===== config.mk =====
export PLATFORM = sky130hd
export DESIGN_NAME = id_stage_pipelined_flat
export DESIGN_NICKNAME = d
export VERILOG_FILES = /design/src/rtl/id_stage_pipelined_if.sv /design/src/rtl/id_stage_pipelined.sv /design/src/flat_wrapper.sv
export SDC_FILE = /design/constraint.sdc
export NUM_CORES = 2
export LEC_CHECK = 0
export ABC_AREA = 1
export BUFFER_PORTS_ARGS = -buffer_cell sky130_fd_sc_hd__buf_2
export CAP_MARGIN = 20
export CELL_PAD_IN_SITES_DETAIL_PLACEMENT = 0
export CELL_PAD_IN_SITES_GLOBAL_PLACEMENT = 1
export CORE_AREA = 2 2 535 537
export CTS_CLUSTER_DIAMETER = 40
export CTS_CLUSTER_SIZE = 40
export DETAILED_ROUTE_END_ITERATION = 12
export DIE_AREA = 0 0 537 539
export PLACE_DENSITY = 0.58
export SYNTH_ARGS = -nofsm -noshare
export SYNTH_HDL_FRONTEND = slang
export SYNTH_SLANG_ARGS = --single-unit

===== constraint.sdc =====
create_clock -name clk -period 75.5 [get_ports clk]
set_input_delay 11.325 -clock clk [delete_from_list [all_inputs] [get_ports clk]]
set_output_delay 11.325 -clock clk [all_outputs]
set_load 0.01 [all_outputs]

===== src/rtl/id_stage_pipelined_if.sv =====
// Bundle between the IF/ID latch, WB/EX feedback and the ID/EX latch of the decode stage.
// The slave modport is the decode stage's view; the master modport is the surrounding pipeline's view.
interface id_stage_pipelined_if #(
    parameter int PROC_BITS        = 32,
    parameter int REG_ADDRS_BITS   = 5,
    parameter int INSTRUCTION_BITS = 32,
    parameter int OPCODE_BITS      = 6,
    parameter int STALL_CNT_BITS   = 16
) ();
    localparam int NUM_REGS = 2 ** REG_ADDRS_BITS;

    logic [INSTRUCTION_BITS-1:0]    i_instruction;
    logic [PROC_BITS-1:0]           i_PCNext;
    logic                           i_valid;
    logic                           i_flush;
    logic [PROC_BITS-1:0]           i_write_data;
    logic [REG_ADDRS_BITS-1:0]      i_mem_wb_rd;
    logic                           i_mem_wb_RegWrite;
    logic [REG_ADDRS_BITS-1:0]      i_id_ex_rt;
    logic                           i_id_ex_MemRead;

    logic                           o_PCWrite;
    logic                           o_if_id_write;
    logic                           o_valid;
    logic [PROC_BITS-1:0]           o_PCNext;
    logic [OPCODE_BITS-1:0]         o_opcode;
    logic                           o_RegDst;
    logic                           o_RegWrite;
    logic                           o_MemRead;
    logic                           o_MemWrite;
    logic                           o_MemtoReg;
    logic                           o_ALUSrc;
    logic [3:0]                     o_ALUOp;
    logic [PROC_BITS-1:0]           o_read_data_1;
    logic [PROC_BITS-1:0]           o_read_data_2;
    logic [PROC_BITS-1:0]           o_immediate_data_ext;
    logic [PROC_BITS-1:0]           o_jump_address;
    logic [REG_ADDRS_BITS-1:0]      o_rs;
    logic [REG_ADDRS_BITS-1:0]      o_rt;
    logic [REG_ADDRS_BITS-1:0]      o_rd;
    logic [STALL_CNT_BITS-1:0]      o_stall_count;
    logic [NUM_REGS*PROC_BITS-1:0]  o_rf_regs;
    logic                           o_branch_taken;
    logic [PROC_BITS-1:0]           o_branch_target;

    modport slave (
        input  i_instruction, i_PCNext, i_valid, i_flush, i_write_data,
               i_mem_wb_rd, i_mem_wb_RegWrite, i_id_ex_rt, i_id_ex_MemRead,
        output o_PCWrite, o_if_id_write, o_valid, o_PCNext, o_opcode,
               o_RegDst, o_RegWrite, o_MemRead, o_MemWrite, o_MemtoReg,
               o_ALUSrc, o_ALUOp, o_read_data_1, o_read_data_2,
               o_immediate_data_ext, o_jump_address, o_rs, o_rt, o_rd,
               o_stall_count, o_rf_regs, o_branch_taken, o_branch_target
    );

    modport master (
        output i_instruction, i_PCNext, i_valid, i_flush, i_write_data,
               i_mem_wb_rd, i_mem_wb_RegWrite, i_id_ex_rt, i_id_ex_MemRead,
        input  o_PCWrite, o_if_id_write, o_valid, o_PCNext, o_opcode,
               o_RegDst, o_RegWrite, o_MemRead, o_MemWrite, o_MemtoReg,
               o_ALUSrc, o_ALUOp, o_read_data_1, o_read_data_2,
               o_immediate_data_ext, o_jump_address, o_rs, o_rt, o_rd,
               o_stall_count, o_rf_regs, o_branch_taken, o_branch_target
    );
endinterface


===== src/rtl/id_stage_pipelined.sv =====
// MIPS instruction-decode stage: register file with WB bypass, decoder, load-use stall and ID/EX latch.
// Define ID_BRANCH_RESOLVE_EN to resolve BEQ/BNE in this stage; otherwise the branch outputs are tied to 0.
module id_stage_pipelined #(
    parameter int PROC_BITS        = 32,
    parameter int REG_ADDRS_BITS   = 5,
    parameter int INSTRUCTION_BITS = 32,
    parameter int OPCODE_BITS      = 6,
    parameter int STALL_CNT_BITS   = 16
) (
    input logic             clk,
    input logic             rst,
    id_stage_pipelined_if.slave bus
);
    localparam int NUM_REGS = 2 ** REG_ADDRS_BITS;

    localparam logic [OPCODE_BITS-1:0] OP_RFORMAT = OPCODE_BITS'(6'b000000);
    localparam logic [OPCODE_BITS-1:0] OP_LW      = OPCODE_BITS'(6'b100011);
    localparam logic [OPCODE_BITS-1:0] OP_SW      = OPCODE_BITS'(6'b101011);
    localparam logic [OPCODE_BITS-1:0] OP_ADDI    = OPCODE_BITS'(6'b001000);
    localparam logic [OPCODE_BITS-1:0] OP_BEQ     = OPCODE_BITS'(6'b000100);
    localparam logic [OPCODE_BITS-1:0] OP_BNE     = OPCODE_BITS'(6'b000101);
    localparam logic [OPCODE_BITS-1:0] OP_J       = OPCODE_BITS'(6'b000010);

    logic [PROC_BITS-1:0]      rf [NUM_REGS];
    logic [OPCODE_BITS-1:0]    opcode;
    logic [REG_ADDRS_BITS-1:0] rs, rt, rd;
    logic [PROC_BITS-1:0]      imm_ext, jump_addr, rd1, rd2;
    logic                      reg_dst, reg_write, mem_read, mem_write, mem_to_reg, alu_src;
    logic [3:0]                alu_op;
    logic                      wb_active, hz, bubble;

    assign opcode    = bus.i_instruction[INSTRUCTION_BITS-1 -: OPCODE_BITS];
    assign rs        = bus.i_instruction[21 +: REG_ADDRS_BITS];
    assign rt        = bus.i_instruction[16 +: REG_ADDRS_BITS];
    assign rd        = bus.i_instruction[11 +: REG_ADDRS_BITS];
    assign imm_ext   = {{(PROC_BITS-16){bus.i_instruction[15]}}, bus.i_instruction[15:0]};
    assign jump_addr = {bus.i_PCNext[PROC_BITS-1 -: 4], bus.i_instruction[25:0], 2'b00};

    // A same-cycle WB write to the register being read wins over the stored value.
    assign wb_active = bus.i_mem_wb_RegWrite && (bus.i_mem_wb_rd != '0);
    assign rd1 = (wb_active && bus.i_mem_wb_rd == rs) ? bus.i_write_data : rf[rs];
    assign rd2 = (wb_active && bus.i_mem_wb_rd == rt) ? bus.i_write_data : rf[rt];

    always_ff @(posedge clk or posedge rst) begin
        if (rst) begin
            for (int k = 0; k < NUM_REGS; k++) rf[k] <= '0;
        end else if (wb_active) begin
            rf[bus.i_mem_wb_rd] <= bus.i_write_data;
        end
    end

    for (genvar g = 0; g < NUM_REGS; g++) begin : g_rf_view
        assign bus.o_rf_regs[g*PROC_BITS +: PROC_BITS] = rf[g];
    end

    always_comb begin
        {reg_dst, reg_write, mem_read, mem_write, mem_to_reg, alu_src} = 6'b000000;
        alu_op = 4'h0;
        case (opcode)
            OP_RFORMAT: begin {reg_dst, reg_write, mem_read, mem_write, mem_to_reg, alu_src} = 6'b110000; alu_op = 4'h0; end
            OP_LW:      begin {reg_dst, reg_write, mem_read, mem_write, mem_to_reg, alu_src} = 6'b011011; alu_op = 4'h1; end
            OP_SW:      begin {reg_dst, reg_write, mem_read, mem_write, mem_to_reg, alu_src} = 6'b000101; alu_op = 4'h1; end
            OP_ADDI:    begin {reg_dst, reg_write, mem_read, mem_write, mem_to_reg, alu_src} = 6'b010001; alu_op = 4'h1; end
            OP_BEQ:     alu_op = 4'h2;
            OP_BNE:     alu_op = 4'h2;
            OP_J:       alu_op = 4'hF;
            default:    alu_op = 4'h0;
        endcase
    end

    // LW, ADDI and J never read rt as a source, so a matching rt alone does not stall them.
    assign hz = bus.i_valid && bus.i_id_ex_MemRead && (bus.i_id_ex_rt != '0) &&
                ((bus.i_id_ex_rt == rs) ||
                 ((bus.i_id_ex_rt == rt) && opcode != OP_LW && opcode != OP_ADDI && opcode != OP_J));
    assign bubble = bus.i_flush || hz;

    assign bus.o_PCWrite     = !hz || bus.i_flush;
    assign bus.o_if_id_write = !hz || bus.i_flush;

`ifdef ID_BRANCH_RESOLVE_EN
    assign bus.o_branch_taken  = bus.i_valid && !hz && !bus.i_flush &&
                                 ((opcode == OP_BEQ && rd1 == rd2) || (opcode == OP_BNE && rd1 != rd2));
    assign bus.o_branch_target = bus.i_PCNext + (imm_ext << 2);
`else
    assign bus.o_branch_taken  = 1'b0;
    assign bus.o_branch_target = '0;
`endif

    always_ff @(posedge clk or posedge rst) begin
        if (rst) begin
            bus.o_stall_count <= '0;
        end else if (hz && !bus.i_flush && bus.o_stall_count != '1) begin
            bus.o_stall_count <= bus.o_stall_count + 1'b1;
        end
    end

    // Data fields load every cycle; only the controls and valid are squashed for a bubble.
    always_ff @(posedge clk or posedge rst) begin
        if (rst) begin
            bus.o_valid              <= 1'b0;
            bus.o_PCNext             <= '0;
            bus.o_opcode             <= '0;
            bus.o_RegDst             <= 1'b0;
            bus.o_RegWrite           <= 1'b0;
            bus.o_MemRead            <= 1'b0;
            bus.o_MemWrite           <= 1'b0;
            bus.o_MemtoReg           <= 1'b0;
            bus.o_ALUSrc             <= 1'b0;
            bus.o_ALUOp              <= 4'h0;
            bus.o_read_data_1        <= '0;
            bus.o_read_data_2        <= '0;
            bus.o_immediate_data_ext <= '0;
            bus.o_jump_address       <= '0;
            bus.o_rs                 <= '0;
            bus.o_rt                 <= '0;
            bus.o_rd                 <= '0;
        end else begin
            bus.o_PCNext             <= bus.i_PCNext;
            bus.o_opcode             <= opcode;
            bus.o_read_data_1        <= rd1;
            bus.o_read_data_2        <= rd2;
            bus.o_immediate_data_ext <= imm_ext;
            bus.o_jump_address       <= jump_addr;
            bus.o_rs                 <= rs;
            bus.o_rt                 <= rt;
            bus.o_rd                 <= rd;
            if (bubble) begin
                bus.o_valid    <= 1'b0;
                bus.o_RegDst   <= 1'b0;
                bus.o_RegWrite <= 1'b0;
                bus.o_MemRead  <= 1'b0;
                bus.o_MemWrite <= 1'b0;
                bus.o_MemtoReg <= 1'b0;
                bus.o_ALUSrc   <= 1'b0;
                bus.o_ALUOp    <= 4'h0;
            end else begin
                bus.o_valid    <= bus.i_valid;
                bus.o_RegDst   <= reg_dst;
                bus.o_RegWrite <= reg_write;
                bus.o_MemRead  <= mem_read;
                bus.o_MemWrite <= mem_write;
                bus.o_MemtoReg <= mem_to_reg;
                bus.o_ALUSrc   <= alu_src;
                bus.o_ALUOp    <= alu_op;
            end
        end
    end
endmodule


===== src/flat_wrapper.sv =====
// flat-port wrapper written by rule: the top's interface ports become plain ports
module id_stage_pipelined_flat 
#(
    parameter int PROC_BITS        = 32,
    parameter int REG_ADDRS_BITS   = 5,
    parameter int INSTRUCTION_BITS = 32,
    parameter int OPCODE_BITS      = 6,
    parameter int STALL_CNT_BITS   = 16
)
  (clk, rst, bus_i_instruction, bus_i_PCNext, bus_i_valid, bus_i_flush, bus_i_write_data, bus_i_mem_wb_rd, bus_i_mem_wb_RegWrite, bus_i_id_ex_rt, bus_i_id_ex_MemRead, bus_o_PCWrite, bus_o_if_id_write, bus_o_valid, bus_o_PCNext, bus_o_opcode, bus_o_RegDst, bus_o_RegWrite, bus_o_MemRead, bus_o_MemWrite, bus_o_MemtoReg, bus_o_ALUSrc, bus_o_ALUOp, bus_o_read_data_1, bus_o_read_data_2, bus_o_immediate_data_ext, bus_o_jump_address, bus_o_rs, bus_o_rt, bus_o_rd, bus_o_stall_count, bus_o_rf_regs, bus_o_branch_taken, bus_o_branch_target);
  id_stage_pipelined_if #(.PROC_BITS(PROC_BITS), .REG_ADDRS_BITS(REG_ADDRS_BITS), .INSTRUCTION_BITS(INSTRUCTION_BITS), .OPCODE_BITS(OPCODE_BITS), .STALL_CNT_BITS(STALL_CNT_BITS)) bus_i ();
  input logic clk;
  input logic rst;
  input wire logic [$bits(bus_i.i_instruction)-1:0] bus_i_instruction;
  input wire logic [$bits(bus_i.i_PCNext)-1:0] bus_i_PCNext;
  input wire logic [$bits(bus_i.i_valid)-1:0] bus_i_valid;
  input wire logic [$bits(bus_i.i_flush)-1:0] bus_i_flush;
  input wire logic [$bits(bus_i.i_write_data)-1:0] bus_i_write_data;
  input wire logic [$bits(bus_i.i_mem_wb_rd)-1:0] bus_i_mem_wb_rd;
  input wire logic [$bits(bus_i.i_mem_wb_RegWrite)-1:0] bus_i_mem_wb_RegWrite;
  input wire logic [$bits(bus_i.i_id_ex_rt)-1:0] bus_i_id_ex_rt;
  input wire logic [$bits(bus_i.i_id_ex_MemRead)-1:0] bus_i_id_ex_MemRead;
  output wire logic [$bits(bus_i.o_PCWrite)-1:0] bus_o_PCWrite;
  output wire logic [$bits(bus_i.o_if_id_write)-1:0] bus_o_if_id_write;
  output wire logic [$bits(bus_i.o_valid)-1:0] bus_o_valid;
  output wire logic [$bits(bus_i.o_PCNext)-1:0] bus_o_PCNext;
  output wire logic [$bits(bus_i.o_opcode)-1:0] bus_o_opcode;
  output wire logic [$bits(bus_i.o_RegDst)-1:0] bus_o_RegDst;
  output wire logic [$bits(bus_i.o_RegWrite)-1:0] bus_o_RegWrite;
  output wire logic [$bits(bus_i.o_MemRead)-1:0] bus_o_MemRead;
  output wire logic [$bits(bus_i.o_MemWrite)-1:0] bus_o_MemWrite;
  output wire logic [$bits(bus_i.o_MemtoReg)-1:0] bus_o_MemtoReg;
  output wire logic [$bits(bus_i.o_ALUSrc)-1:0] bus_o_ALUSrc;
  output wire logic [$bits(bus_i.o_ALUOp)-1:0] bus_o_ALUOp;
  output wire logic [$bits(bus_i.o_read_data_1)-1:0] bus_o_read_data_1;
  output wire logic [$bits(bus_i.o_read_data_2)-1:0] bus_o_read_data_2;
  output wire logic [$bits(bus_i.o_immediate_data_ext)-1:0] bus_o_immediate_data_ext;
  output wire logic [$bits(bus_i.o_jump_address)-1:0] bus_o_jump_address;
  output wire logic [$bits(bus_i.o_rs)-1:0] bus_o_rs;
  output wire logic [$bits(bus_i.o_rt)-1:0] bus_o_rt;
  output wire logic [$bits(bus_i.o_rd)-1:0] bus_o_rd;
  output wire logic [$bits(bus_i.o_stall_count)-1:0] bus_o_stall_count;
  output wire logic [$bits(bus_i.o_rf_regs)-1:0] bus_o_rf_regs;
  output wire logic [$bits(bus_i.o_branch_taken)-1:0] bus_o_branch_taken;
  output wire logic [$bits(bus_i.o_branch_target)-1:0] bus_o_branch_target;
  assign bus_i.i_instruction = bus_i_instruction;
  assign bus_i.i_PCNext = bus_i_PCNext;
  assign bus_i.i_valid = bus_i_valid;
  assign bus_i.i_flush = bus_i_flush;
  assign bus_i.i_write_data = bus_i_write_data;
  assign bus_i.i_mem_wb_rd = bus_i_mem_wb_rd;
  assign bus_i.i_mem_wb_RegWrite = bus_i_mem_wb_RegWrite;
  assign bus_i.i_id_ex_rt = bus_i_id_ex_rt;
  assign bus_i.i_id_ex_MemRead = bus_i_id_ex_MemRead;
  assign bus_o_PCWrite = bus_i.o_PCWrite;
  assign bus_o_if_id_write = bus_i.o_if_id_write;
  assign bus_o_valid = bus_i.o_valid;
  assign bus_o_PCNext = bus_i.o_PCNext;
  assign bus_o_opcode = bus_i.o_opcode;
  assign bus_o_RegDst = bus_i.o_RegDst;
  assign bus_o_RegWrite = bus_i.o_RegWrite;
  assign bus_o_MemRead = bus_i.o_MemRead;
  assign bus_o_MemWrite = bus_i.o_MemWrite;
  assign bus_o_MemtoReg = bus_i.o_MemtoReg;
  assign bus_o_ALUSrc = bus_i.o_ALUSrc;
  assign bus_o_ALUOp = bus_i.o_ALUOp;
  assign bus_o_read_data_1 = bus_i.o_read_data_1;
  assign bus_o_read_data_2 = bus_i.o_read_data_2;
  assign bus_o_immediate_data_ext = bus_i.o_immediate_data_ext;
  assign bus_o_jump_address = bus_i.o_jump_address;
  assign bus_o_rs = bus_i.o_rs;
  assign bus_o_rt = bus_i.o_rt;
  assign bus_o_rd = bus_i.o_rd;
  assign bus_o_stall_count = bus_i.o_stall_count;
  assign bus_o_rf_regs = bus_i.o_rf_regs;
  assign bus_o_branch_taken = bus_i.o_branch_taken;
  assign bus_o_branch_target = bus_i.o_branch_target;
  id_stage_pipelined #(.PROC_BITS(PROC_BITS), .REG_ADDRS_BITS(REG_ADDRS_BITS), .INSTRUCTION_BITS(INSTRUCTION_BITS), .OPCODE_BITS(OPCODE_BITS), .STALL_CNT_BITS(STALL_CNT_BITS)) u_core (.clk(clk), .rst(rst), .bus(bus_i));
endmodule

== Yosys cells after proc, flatten, opt, wreduce, memory -nomap -nowiden ==
Cells that the tools add are included.

* Word-level logic and storage cells: 118
* Register bits after elaboration: 1,213
* Input bits: 112

* Muxes and demuxes: 24
* Bitwise operators: 3
* Reduce and logical (&&, ||, !) cells: 23
* Magnitude comparators: 4
* Add/sub/neg operators: 1
* Eq/ne operators: 14

{| class="wikitable"
|+ Operator list
! operator !! number
|-
| $bwmux 1024 || 1
|-
| $bmux 32 s5 || 2
|-
| $mux 32 || 7
|-
| $demux 32 s5 || 1
|-
| $eq 5x5->1 || 4
|-
| $ge 6x6->1 const B || 3
|-
| $not 5->6 || 3
|-
| $add 16x1->16 const B || 1
|-
| $ne 16x16->1 const B || 1
|-
| $eq 6x3->1 const B || 2
|-
| $eq 6x6->1 const B || 2
|-
| $logic_and 1x1->1 || 12
|-
| $pmux 4 s3 || 1
|-
| $mux 1 || 11
|-
| $reduce_bool 5->1 || 2
|-
| $eq 6x2->1 const B || 1
|-
| $eq 6x4->1 const B || 1
|-
| $logic_not 6->1 || 1
|-
| $lt 6x1->1 const B || 1
|-
| $ne 6x2->1 const B || 1
|-
| $ne 6x4->1 const B || 1
|-
| $ne 6x6->1 const B || 1
|-
| $reduce_or 3->1 || 2
|-
| $mux 4 || 1
|-
| 3 further kinds || 6
|}

== Depth between registers and ports, before layout ==
* Depth after elaboration: 8
* Mapped depth: 13
* Depth with buffers taken out: 11

== Worst setup path after synthesis ==
Ideal clock, no wire load.

* Kind: input to output
* Start point: input bus_i_instruction[20]
* End point: output bus_o_if_id_write
* Arrival time: 12.746 ns
* Setup slack: 51.429 ns
* Required time: 64.175 ns
* Buffers on the path: 3
* Cell stages on the path: 12
* Path through: buf_2 clkinv_1 nand2_1 nand2_1 nor2_1 nand2_1 nor2_1 nand2_1 a21oi_2 buf_2 nand2_1 buf_4

* Cells in the longest elaborated chain, start to end: 8

{| class="wikitable"
|+ Ends and longest elaborated chain
! what !! RTL line !! text
|-
| start: declaration || flat_wrapper.sv:14 || <nowiki>input wire logic [$bits(bus_i.i_instruction)-1:0] bus_i_instruction;</nowiki>
|-
| $eq 5x5->1 || id_stage_pipelined.sv:74 || <nowiki>((bus.i_id_ex_rt == rt) && opcode != OP_LW && opcode != OP_ADDI && opcode != OP_J));</nowiki>
|-
| $logic_and 1x1->1 (3 in series) || id_stage_pipelined.sv:74 ||
|-
| $logic_or 1x1->1 || id_stage_pipelined.sv:73 || <nowiki>((bus.i_id_ex_rt == rs) ||</nowiki>
|-
| $logic_and 1x1->1 || id_stage_pipelined.sv:72 || <nowiki>assign hz = bus.i_valid && bus.i_id_ex_MemRead && (bus.i_id_ex_rt != '0) &&</nowiki>
|-
| $logic_not 1->1 || - ||
|-
| $logic_or 1x1->1 || - ||
|-
| end: declaration || flat_wrapper.sv:24 || <nowiki>output wire logic [$bits(bus_i.o_if_id_write)-1:0] bus_o_if_id_write;</nowiki>
|}

Every way passes these cells.

== Worst setup path after layout ==
* Start point: input bus_i_instruction[22]
* End point: output bus_o_if_id_write

* Cells in the longest elaborated chain, start to end: 5

{| class="wikitable"
|+ Ends and longest elaborated chain
! what !! RTL line !! text
|-
| $eq 5x5->1 || id_stage_pipelined.sv:73 ||
|-
| $logic_or 1x1->1 || id_stage_pipelined.sv:73 ||
|-
| $logic_and 1x1->1 || id_stage_pipelined.sv:72 ||
|-
| $logic_not 1->1 || id_stage_pipelined.sv:78 || <nowiki>assign bus.o_if_id_write = !hz || bus.i_flush;</nowiki>
|-
| $logic_or 1x1->1 || id_stage_pipelined.sv:78 ||
|}

Every way passes these cells.

==> impl_results.html <==
<table>
<tr><th>Metric</th><th>Value</th></tr>
<tr><th colspan="2">Critical path</th></tr>
<tr><td>Delay contributed by the slowest stage of the critical path</td><td>730 ps</td></tr>
<tr><td>Critical path arrival</td><td>14000 ps</td></tr>
<tr><td>Number of cells traversed by the worst register-to-register path</td><td>9</td></tr>
<tr><td>Type of element capturing the critical path</td><td>output port</td></tr>
<tr><td>Endpoint required time on the critical path</td><td>64180 ps</td></tr>
<tr><td>Type of the worst setup path</td><td>input pin to output port</td></tr>
<tr><td>Critical path's top delay family</td><td>buffers and inverters</td></tr>
<tr><td>Startpoint type of the worst setup path</td><td>input pin</td></tr>
<tr><td>Critical path's most frequent cell</td><td>sky130_fd_sc_hd__nand2_1</td></tr>
<tr><td>Cell-by-cell listing of the critical path</td><td>buf_8 -&gt; inv_8 -&gt; nand2_1 -&gt; nand2_1 -&gt; a21oi_1 -&gt; nand3_1 -&gt; a21oi_2 -&gt; nand2_1 -&gt; buf_2</td></tr>
<tr><td>Combined buffer and inverter count along the critical path</td><td>3</td></tr>
<tr><td>Slowest cell on the critical path</td><td>sky130_fd_sc_hd__a21oi_2</td></tr>
<tr><td>Logic depth of the worst path, buffers included</td><td>9</td></tr>
<tr><td>Maximum fanout count along the critical path</td><td>66</td></tr>
<tr><th colspan="2">Status</th></tr>
<tr><td>Result of the run</td><td>complete, no violations</td></tr>
<tr><th colspan="2">Run</th></tr>
<tr><td>Max_cap viols</td><td>0</td></tr>
<tr><th colspan="2">Clocking</th></tr>
<tr><td>Clock-pin slew on the worst setup and hold paths</td><td>40 ps</td></tr>
<tr><td>Clk sink count</td><td>1177</td></tr>
<tr><td>Depth of the CTS H-tree</td><td>5</td></tr>
<tr><td>Root buffer cell</td><td>sky130_fd_sc_hd__clkbuf_16</td></tr>
<tr><td>Number of buffers added by the clock tree synthesis step</td><td>309</td></tr>
<tr><td>Maximum buffer depth of the clock tree</td><td>4</td></tr>
<tr><td>Buffers inserted during post-CTS setup optimization</td><td>0</td></tr>
<tr><td>Post-cts sizing count</td><td>0</td></tr>
<tr><td>Number of buffers inserted for hold repair after clock tree synthesis</td><td>0</td></tr>
<tr><td>TritonCTS clock tree</td><td>done</td></tr>
<tr><td>Latest clock arrival within the worst-skew pair</td><td>890 ps</td></tr>
<tr><th colspan="2">Floorplanning</th></tr>
<tr><td>Number of I/O pins</td><td>1379</td></tr>
<tr><td>Std-Cell Core Area</td><td>284000 sq um</td></tr>
<tr><td>Width of the chip</td><td>537 microns</td></tr>
<tr><td>Effective utilization at floorplan</td><td>21.82%</td></tr>
<tr><td>DIE AREA</td><td>289400 sq um</td></tr>
<tr><td>Die outline height</td><td>539 microns</td></tr>
<tr><td>Count of standard-cell rows</td><td>196</td></tr>
<tr><th colspan="2">Detailed routing</th></tr>
<tr><td>Pre-antenna DRT Iters</td><td>7</td></tr>
<tr><td>Detailed-route via count</td><td>69350</td></tr>
<tr><td>DRT Wirelength</td><td>407000 microns</td></tr>
<tr><td>Mean number of vias per cell</td><td>5.056</td></tr>
<tr><td>DRC violations left</td><td>0</td></tr>
<tr><td>Detail-routed net length per standard cell</td><td>29.67 microns</td></tr>
<tr><td>Drt initial violations</td><td>9057</td></tr>
<tr><td>Number of nets with antenna violations after detailed routing</td><td>0</td></tr>
<tr><th colspan="2">Synth</th></tr>
<tr><td>Share of the synthesized area in the top cell type</td><td>47.54%</td></tr>
<tr><td>Share of synthesized flip-flops with an asynchronous set or reset</td><td>100.0%</td></tr>
<tr><td>Prevailing post-synth register cell</td><td>sky130_fd_sc_hd__dfrtp_1</td></tr>
<tr><td>Seq cells post-synth</td><td>1177</td></tr>
<tr><td>Cell count after synthesis</td><td>8730</td></tr>
<tr><td>Cell variety after synth</td><td>25</td></tr>
<tr><td>Post-synth EDFFs</td><td>0</td></tr>
<tr><td>Number of warnings issued by yosys</td><td>0</td></tr>
<tr><td>Post-synthesis instance area</td><td>61960 sq um</td></tr>
<tr><td>Library cell occupying the most area in the post-synthesis netlist</td><td>sky130_fd_sc_hd__dfrtp_1</td></tr>
<tr><td>Share of synthesized area occupied by flip-flops and latches</td><td>47.54%</td></tr>
<tr><td>Leading cell types by total area after synthesis</td><td>sky130_fd_sc_hd__dfrtp_1 48%, sky130_fd_sc_hd__nand2_1 22%, sky130_fd_sc_hd__nand3_1 14%</td></tr>
<tr><td>Synthesized area per cell</td><td>7.097 sq um</td></tr>
<tr><th colspan="2">Power and ir drop</th></tr>
<tr><td>Clk pwr share</td><td>48.8%</td></tr>
<tr><td>Share of total power in sequential cells</td><td>30.2%</td></tr>
<tr><td>Leakage</td><td>40.56 nW</td></tr>
<tr><td>Cell Int Power</td><td>1.903 mW</td></tr>
<tr><td>Combinational share of power</td><td>20.9%</td></tr>
<tr><td>Max VDD drop</td><td>0.00002112 V</td></tr>
<tr><td>Net Sw Power</td><td>1.017 mW</td></tr>
<tr><td>Sw Share</td><td>34.82%</td></tr>
<tr><td>Pwr per Cell Area</td><td>35.42 nW/um^2</td></tr>
<tr><th colspan="2">STA</th></tr>
<tr><td>Fin Setup TNS</td><td>0 ps</td></tr>
<tr><td>Max-slew violations</td><td>0</td></tr>
<tr><td>Crit path time final</td><td>25320 ps</td></tr>
<tr><td>Min setup slack post-route</td><td>50180 ps</td></tr>
<tr><td>Tcrit/Tclk final</td><td>33.54%</td></tr>
<tr><td>Post-Route Skew</td><td>59.04 ps</td></tr>
<tr><td>Setup repair after global routing missed its margin</td><td>false</td></tr>
<tr><td>Hold Violations, Final</td><td>0</td></tr>
<tr><td>Slew HR</td><td>22.97%</td></tr>
<tr><td>Transition time of the tightest slew-check pin</td><td>1155 ps</td></tr>
<tr><td>Number of setup violations in the final report</td><td>0</td></tr>
<tr><td>Peak clock frequency supported by timing</td><td>0.03949 GHz</td></tr>
<tr><th colspan="2">GRT</th></tr>
<tr><td>Total congestion overflow after global routing</td><td>0</td></tr>
<tr><td>Overall Global Routing Usage</td><td>27.08%</td></tr>
<tr><td>Antenna violations before repair</td><td>52</td></tr>
<tr><td>Number of global-route vias before repair</td><td>64340</td></tr>
<tr><td>First-pass GRT wire length</td><td>553900 microns</td></tr>
<tr><td>Largest net degree at the start of global routing</td><td>147</td></tr>
<tr><th colspan="2">Place</th></tr>
<tr><td>Worst slack after detailed placement</td><td>50190 ps</td></tr>
<tr><td>Gpl congestion</td><td>0.9139</td></tr>
<tr><td>Instance count after placement with tap cells included</td><td>13140</td></tr>
<tr><td>Count of buffers inserted at the top-level ports</td><td>1343</td></tr>
<tr><td>Area post-placement</td><td>71220 sq um</td></tr>
<tr><td>Sum of net half-perimeters after detailed placement</td><td>285600 microns</td></tr>
<tr><th colspan="2">Cells and area</th></tr>
<tr><td>Most frequent standard cell in the layout excluding fill and tap cells</td><td>sky130_fd_sc_hd__nand2_1</td></tr>
<tr><td>Layout Cell Area excl Fill</td><td>82420 sq um</td></tr>
<tr><td>Final Util</td><td>29.02%</td></tr>
<tr><td>Highest-count cells in the layout ignoring fill and taps</td><td>3563 x sky130_fd_sc_hd__nand2_1, 1727 x sky130_fd_sc_hd__nand3_1, 1335 x sky130_fd_sc_hd__buf_2</td></tr>
<tr><td>Layout Area Growth over Synthesis</td><td>33.03%</td></tr>
<tr><td>Share of cells above drive strength 1</td><td>20.68%</td></tr>
<tr><td>Filler Cell Count</td><td>30770</td></tr>
<tr><td>Final non-filler cell total</td><td>13720</td></tr>
<tr><td>Count of nets after finishing</td><td>9798</td></tr>
<tr><th colspan="2">Min path</th></tr>
<tr><td>Tightest Hold Check Type</td><td>flip-flop to flip-flop</td></tr>
<tr><td>Cell depth of the worst hold path</td><td>0</td></tr>
</table>
-- synth_stat cells, types with 2 or more instances --
cell type / instances
sky130_fd_sc_hd__inv_1: 72
sky130_fd_sc_hd__nor3_1: 14
sky130_fd_sc_hd__nand2_1: 3591
sky130_fd_sc_hd__nor4_1: 2
sky130_fd_sc_hd__a21oi_1: 168
sky130_fd_sc_hd__xor2_1: 19
sky130_fd_sc_hd__xnor2_1: 7
sky130_fd_sc_hd__nand4_1: 20
sky130_fd_sc_hd__clkinv_1: 2
sky130_fd_sc_hd__buf_2: 88
sky130_fd_sc_hd__inv_2: 6
sky130_fd_sc_hd__o211ai_1: 8
sky130_fd_sc_hd__dfrtp_1: 1177
sky130_fd_sc_hd__buf_1: 80
sky130_fd_sc_hd__nand3_1: 1727
sky130_fd_sc_hd__buf_4: 90
sky130_fd_sc_hd__nor2_2: 4
sky130_fd_sc_hd__nor2_1: 202
sky130_fd_sc_hd__o21ai_0: 846
sky130_fd_sc_hd__clkbuf_1: 602
-- cell type report --
type	count	area [sq um]	share of cell area [%]
antenna	21	52.55	0.06376
clock buffer	397	8661	10.51
clock inverter	162	2490	3.021
inverter	80	357.8	0.4342
multi-input combinational	6647	28850	35.01
sequential	1177	29450	35.74
tap	3762	4707	5.711
timing repair buffer	1470	7848	9.521
-- power by group through the flow --
stage / sequential, mW / clock, mW / combinational [mW]
6_report: 0.882 / 1.43 / 0.611
2_1_floorplan: 0.898 / 0 / 0.237
4_1_cts: 0.878 / 1.44 / 0.609
3_3_place_gp: 0.881 / 0 / 0.603
5_1_grt: 0.897 / 1.48 / 0.662
3_5_place_dp: 0.886 / 0 / 0.607
-- logic make-up (layout without fill, tap and decap cells) --
kind of cell,Yosys count,count (layout),synth area share [%]
XOR/XNOR,26,26,0.3675
flip-flops,1177,1177,47.54
other,1,56,0.006052
adder cells (fa/ha/maj),1,1,0.02019
buffers and inverters,940,2109,6.418
AO/OA/AOI/OAI,1023,1023,8.302
AND/OR/NAND/NOR,5562,5562,37.35
-- stage by stage --
stage / hold slack [ps] / total power [mW]
global route: 440.6 / 3.036
finish: 416.7 / 2.919
CTS: 424.2 / 2.930
global placement: 406.9 / 1.484
floorplan: 529.7 / 1.135
detailed placement: 411.1 / 1.493
-- per-layer routing --
layer	part of all wire, %	global-route usage (%)	routed length [microns]	vias to the layer above
met1	43	37.27	175200	34260
li1	-	-	-	30510
met3	11	8.004	43620	617
met5	0.0017	0	7	-
met2	41	38.58	167700	3963
met4	5.0	12.42	20460	2
-- flip-flops by register name (all words and copies together) (netlist names), 3 cells and up --
| register | count |
|---|---|
| u_core.bus.o_ALUOp | 3 |
| u_core.bus.o_PCNext | 32 |
| u_core.bus.o_immediate_data_ext | 15 |
| u_core.bus.o_jump_address | 3 |
| u_core.bus.o_opcode | 6 |
| u_core.bus.o_read_data_1 | 32 |
| u_core.bus.o_read_data_2 | 32 |
| u_core.bus.o_rf_regs | 1024 |
| u_core.bus.o_rs | 4 |
| u_core.bus.o_rt | 4 |
| u_core.bus.o_stall_count | 16 |
-- path summary, 6_finish.rpt --
check	from	end	slack [ps]
setup / recovery	bus_i_instruction[22]	bus_o_if_id_write	50180
hold / removal	u_core.bus.o_rf_regs[13]	u_core.bus.o_rf_regs[13]	420
setup reg to reg	u_core.bus.o_stall_count[0]	u_core.bus.o_stall_count[3]	72770
hold reg to reg	u_core.bus.o_rf_regs[13]	u_core.bus.o_rf_regs[13]	420
max in group asynchronous	rst	u_core.bus.o_rf_regs[901]	60230
min in group asynchronous	rst	u_core.bus.o_immediate_data_ext[6]	10580
(Power assumes the default switching activity.)
